$ cat src/rtl/decoder_scan_n.sv
// Registered N-to-2^N decoder with one-hot, thermometer and auto-scan modes.
// Address loads through a valid/ready port; scan mode steps the address every DWELL cycles.
module decoder_scan_n #(
  parameter int unsigned N     = 3,
  parameter int unsigned DWELL = 4
) (
  input  logic                clk,
  input  logic                rst,
  input  logic                en,
  input  logic [1:0]          mode,
  input  logic [N-1:0]        a,
  input  logic                a_valid,
  output logic                a_ready,
  output logic [(1<<N)-1:0]   out,
  output logic [N-1:0]        cur_addr,
  output logic                scan_wrap
);

  localparam int unsigned W  = 1 << N;
  localparam int unsigned DW = (DWELL > 1) ? $clog2(DWELL) : 1;
  localparam logic [DW-1:0] DwellLast = DW'(DWELL - 1);
  localparam logic [N-1:0]  AddrMax   = '1;

  logic [N-1:0]  addr_q, addr_d;
  logic [DW-1:0] cnt_q, cnt_d;
  logic [W-1:0]  out_q, out_d;
  logic          wrap_q, wrap_d;
  logic          in_scan_q, in_scan_d;
  logic          scan, thermo;

  assign scan    = (mode == 2'b10);
  assign thermo  = (mode == 2'b01);
  assign a_ready = en & ~rst & ~scan;

  always_comb begin
    addr_d    = addr_q;
    cnt_d     = cnt_q;
    in_scan_d = in_scan_q;
    out_d     = '0;
    wrap_d    = 1'b0;
    if (en) begin
      in_scan_d = scan;
      if (scan) begin
        // First edge in scan mode restarts the dwell so the current address gets a full dwell
        if (!in_scan_q) begin
          cnt_d = '0;
        end else if (cnt_q == DwellLast) begin
          cnt_d  = '0;
          addr_d = addr_q + 1'b1;
          wrap_d = (addr_q == AddrMax);
        end else begin
          cnt_d = cnt_q + 1'b1;
        end
      end else begin
        cnt_d = '0;
        if (a_valid) addr_d = a;
      end
      for (int unsigned i = 0; i < W; i++) begin
        out_d[i] = thermo ? (addr_d >= N'(i)) : (addr_d == N'(i));
      end
    end
  end

  always_ff @(posedge clk or posedge rst) begin
    if (rst) begin
      addr_q    <= '0;
      cnt_q     <= '0;
      out_q     <= '0;
      wrap_q    <= 1'b0;
      in_scan_q <= 1'b0;
    end else begin
      addr_q    <= addr_d;
      cnt_q     <= cnt_d;
      out_q     <= out_d;
      wrap_q    <= wrap_d;
      in_scan_q <= in_scan_d;
    end
  end

  assign out       = out_q;
  assign cur_addr  = addr_q;
  assign scan_wrap = wrap_q;

endmodule
$ cat config.mk
export PLATFORM = sky130hd
export DESIGN_NAME = decoder_scan_n
export DESIGN_NICKNAME = d
export VERILOG_FILES = /design/src/rtl/decoder_scan_n.sv
export SDC_FILE = /design/constraint.sdc
export NUM_CORES = 1
export LEC_CHECK = 0
export CAP_MARGIN = 5
export CORE_UTILIZATION = 49
export DETAILED_ROUTE_END_ITERATION = 10
export MAX_ROUTING_LAYER = met4
export PLACE_DENSITY = 0.81
export SLEW_MARGIN = 15
export SYNTH_ARGS = -nofsm -noshare
export SYNTH_HDL_FRONTEND = slang
export SYNTH_SLANG_ARGS = --single-unit
$ cat constraint.sdc
create_clock -name clk -period 4.8 [get_ports clk]
set_input_delay 0.96 -clock clk [delete_from_list [all_inputs] [get_ports clk]]
set_output_delay 0.96 -clock clk [all_outputs]
set_load 0.05 [all_outputs]
# Word level (Yosys, flattened, before mapping)
# Cells that the tools add are included.
# word_totals
register_bits	15
input_bits	9
out_inout_bits	13
word_cells	52
# op_classes
add_sub_neg	2
order_cmp	8
eq_ne	11
mux	21
bitwise_logic	4
reduce_logical	1
# ops
operator	count
$eq 3x3->1 const B	5
$mux 3	5
$ge 3x3->1 const B	4
$mux 1	12
$mux 8	1
$eq 3x2->1 const B	2
$ge 3x1->1 const B	2
$ge 3x2->1 const B	2
$mux 2	3
$eq 2x2->1 const B	2
$add 3x1->3 const B	1
$eq 3x1->1 const B	1
$logic_not 3->1	1
$add 2x1->2 const B	1
$and 1x1->1	2
$eq 2x1->1 const B	1
$not 1->1	2

# Longest topological paths before layout
# depth
ltp_word	8
mapped_depth	6
ltp_nobuf	6

# Worst setup path before layout
# OpenSTA, ideal clock, no wires.
# synth_timing
path_kind	input to output
start	input mode[0]
end	output a_ready
arrival_ns	2.193
required_ns	3.840
slack_ns	1.647
path_stages	2
path_buffers	0
cell_sequence	and2b_4 nor3_1
# synth_between
elab_chain_len	3
# synth_rtl
item	line_no	text
start, declared	10	input logic [1:0] mode,
$eq 2x2->1	31	assign scan = (mode == 2'b10);
$not 1->1	33	assign a_ready = en & ~rst & ~scan;
$and 1x1->1	33	
end, declared	13	output logic a_ready,
# No other way between the ends.

# Worst setup path after layout
# layout_timing
start	input en
end	output a_ready
# layout_between
elab_chain_len	2
# layout_rtl
item	line_no	text
start, declared	9	input logic en,
$and 1x1->1 (2 in series)	33	
# No other way between the ends.

==> results_dict.tcl <==
set metrics [dict create \
    min_to "cnt_q[0]$_DFFE_PP0P_" \
    syn_inst 71 \
    worst_pin_slew_ns 0.593 \
    routed_wl_um 1330 \
    routedWlPerCell_um 12.0 \
    whs_path_depth 1 \
    critPathCaptureType "output pin" \
    hold_viol 0 \
    clk_path_buf_depth 2 \
    layout_common_cells "clkdlybuf4s50_1 (21), dfrtp_1 (15), nand2_1 (7)" \
    fmax_mhz 254 \
    synth_nets 84 \
    path_buf_inv 3 \
    ir_drop_mv 0.254 \
    yosys.area.top_type "dfrtp_1" \
    placed_cells 107 \
    dp_hpwl_um 1060 \
    die_area_um2 1780 \
    syn_to_final_growth_pct 31.9 \
    startpoint_type "input port" \
    worstHoldStart "cnt_q[0]$_DFFE_PP0P_" \
    grt_pass1_wl_um 2230 \
    grt_antenna_before_repair 0 \
    rr_startpoint "cur_addr[1]$_DFFE_PP0P_" \
    synthFlopType "dfrtp_1" \
    slowest_stage "clkdlybuf4s50_1" \
    clk_latency_ns 0.28 \
    rsz0062_at_grt "false" \
    p_leak_nw 0.462 \
    postCtsSetupRepairBufs 0 \
    die_y_um 42.1 \
    synthesis.area_um2 790 \
    fin_util_pct 69.1 \
    skew_ns 0.00614 \
    worstPathArrival_ns 2.98 \
    dpl_worst_slack_ns 0.898 \
    cts_tree "built" \
    cts.sinks 15 \
    finalSetupViolations 0 \
    drive_above_1_share_pct 16.8 \
    crit_chain "clkdlybuf4s50_1, inv_1, nor3_1, clkdlybuf4s50_1" \
    fp-row-count 14 \
    worst-setup-path-type "in -> out" \
    cts-root-buf "clkbuf_4" \
    cellPowerDensity_nw_per_um2 308 \
    yosys-top-cells-area "dfrtp_1 (48%), ha_1 (6.3%), a221oi_4 (3.3%)" \
    instances_no_fill 111 \
    hold_path_class "reg -> reg" \
    drc_errors 0 \
    firstDrtPassIters 5 \
    reg2reg_to "out[6]$_DFF_PP0_" \
    fin_crit_ns 3.94 \
    vias 602 \
    ys.warnings.count 0 \
    slew_viol_final 0 \
    cts_htree_levels 1 \
    critPathRequiredTime_ns 3.84 \
    post-route-period-util_pct 82.0 \
    cts_resized 0 \
    place.gp.congestion 0.805 \
    crit_top_cell "clkdlybuf4s50_1" \
    ys_types 36 \
    relSlewSlack_pct 60.4 \
    start_util_pct 52.4 \
    numCtsBuffers 3 \
    grt_max_degree 16 \
    synth_top_area_share_pct 47.5 \
    port_buffers 21 \
    drtIter0Drc 14 \
    status "complete, no violations" \
    ys_async_sr_fraction_pct 100 \
    die_x_um 42.1 \
    coreArea_um2 1510 \
    num_io_pins 22 \
    ant_nets 0 \
    setup_slack_ns 0.865 \
    ys_seq_area_share_pct 47.5 \
    clk_pin_slew_worst_paths_ns 0.08 \
    cts_hold_buf 0 \
    grt_pass1_vias 534 \
    final_common_cell "clkdlybuf4s50_1" \
    critPathMaxStageDelay_ns 0.83 \
    fillCellCount 124 \
    synth-seq-cells 15 \
    vias_per_cell 5.42 \
    synth_edf_count 0 \
    crit_family "buffers and inverters" \
    diodes 0 \
    cap_violations 0 \
    grt_usage_pct 17.2 \
    overflow 0 \
    syn_avg_cell_area_um2 11.1 \
    crit_fanout 12 \
    reg2reg_depth 6 \
    r2r_slack_ns 3.04 \
    finalSetupTns_ns 0 \
    fin_nets 109 \
]
-- synthesized netlist by cell type (2+ instances only) --
master    instances
inv_1             4
a21oi_1           4
inv_2             2
nand2b_1          2
nor3_1            2
nand2_1           7
dfrtp_1          15
o21a_1            2
o21ai_1           2
ha_1              4
nor2_1            2
-- metrics by stage --
stage	power, mW	hold WS (ns)	cell area (um2)
after global routing	0.338	0.593	1040
final	0.320	0.576	1040
after detailed placement	0.254	0.568	1010
after CTS	0.325	0.587	1040
after floorplan	0.221	0.522	790
after global placement	0.253	0.556	1010
-- cell families after synthesis --
logic type / Yosys count / share of synthesized area (%)
flops: 15 / 47.5
simple gates: 24 / 19.5
compound gates: 18 / 19.3
fa+ha+maj: 4 / 6.34
buf+inv: 7 / 3.49
mux: 2 / 2.69
xor+xnor: 1 / 1.11
-- worst max-delay path by stage --
stage	from	to	slack, ns	cells after the start
floorplan	mode[0]	a_ready	1.65	2
global placement	en	a_ready	0.92	4
detailed placement	en	a_ready	0.90	4
CTS	en	a_ready	0.88	4
global route	en	a_ready	0.79	4
finish	en	a_ready	0.86	4
-- layout make-up --
class	count	area (um2)	share of cell area (%)
multi-input combinational	49	387	37.1
inverter	6	22.5	2.16
timing repair buffer	21	210	20.2
tap	16	20.0	1.92
sequential	15	375	36.1
clock buffer	4	26.3	2.52
-- worst register-to-register path, cell delays in order (launching register included) --
cell,delay [ns]
dfrtp_1,0.44
ha_1,0.20
ha_1,0.28
inv_2,0.04
a221oi_4,0.41
nand2_4,0.11
a211oi_2,0.20
-- sequential cells by signal (all words and copies together), names as in the netlist --
name and count:
cur_addr 3, scan_wrap 1, in_scan_q 1, cnt_q 2, out 8
-- report_power, final --
part / total (mW) / switching, mW / internal, mW
Clock: 0.0687 / 0.0365 / 0.0322
Combinational: 0.109 / 0.0684 / 0.0407
Sequential: 0.143 / 0.00660 / 0.136
-- per-layer routing --
layer | track usage (%) | up-vias | part of all wire (%) | routed length (um)
met4 | 7.50 | 0 | 1.4 | 19
met5 | - | - | 0 | 0
met2 | 25.6 | 19 | 47 | 626
li1 | - | 303 | - | -
met1 | 22.7 | 276 | 47 | 626
met3 | 3.88 | 4 | 4.3 | 57
Power figures use the tool's default switching activity.
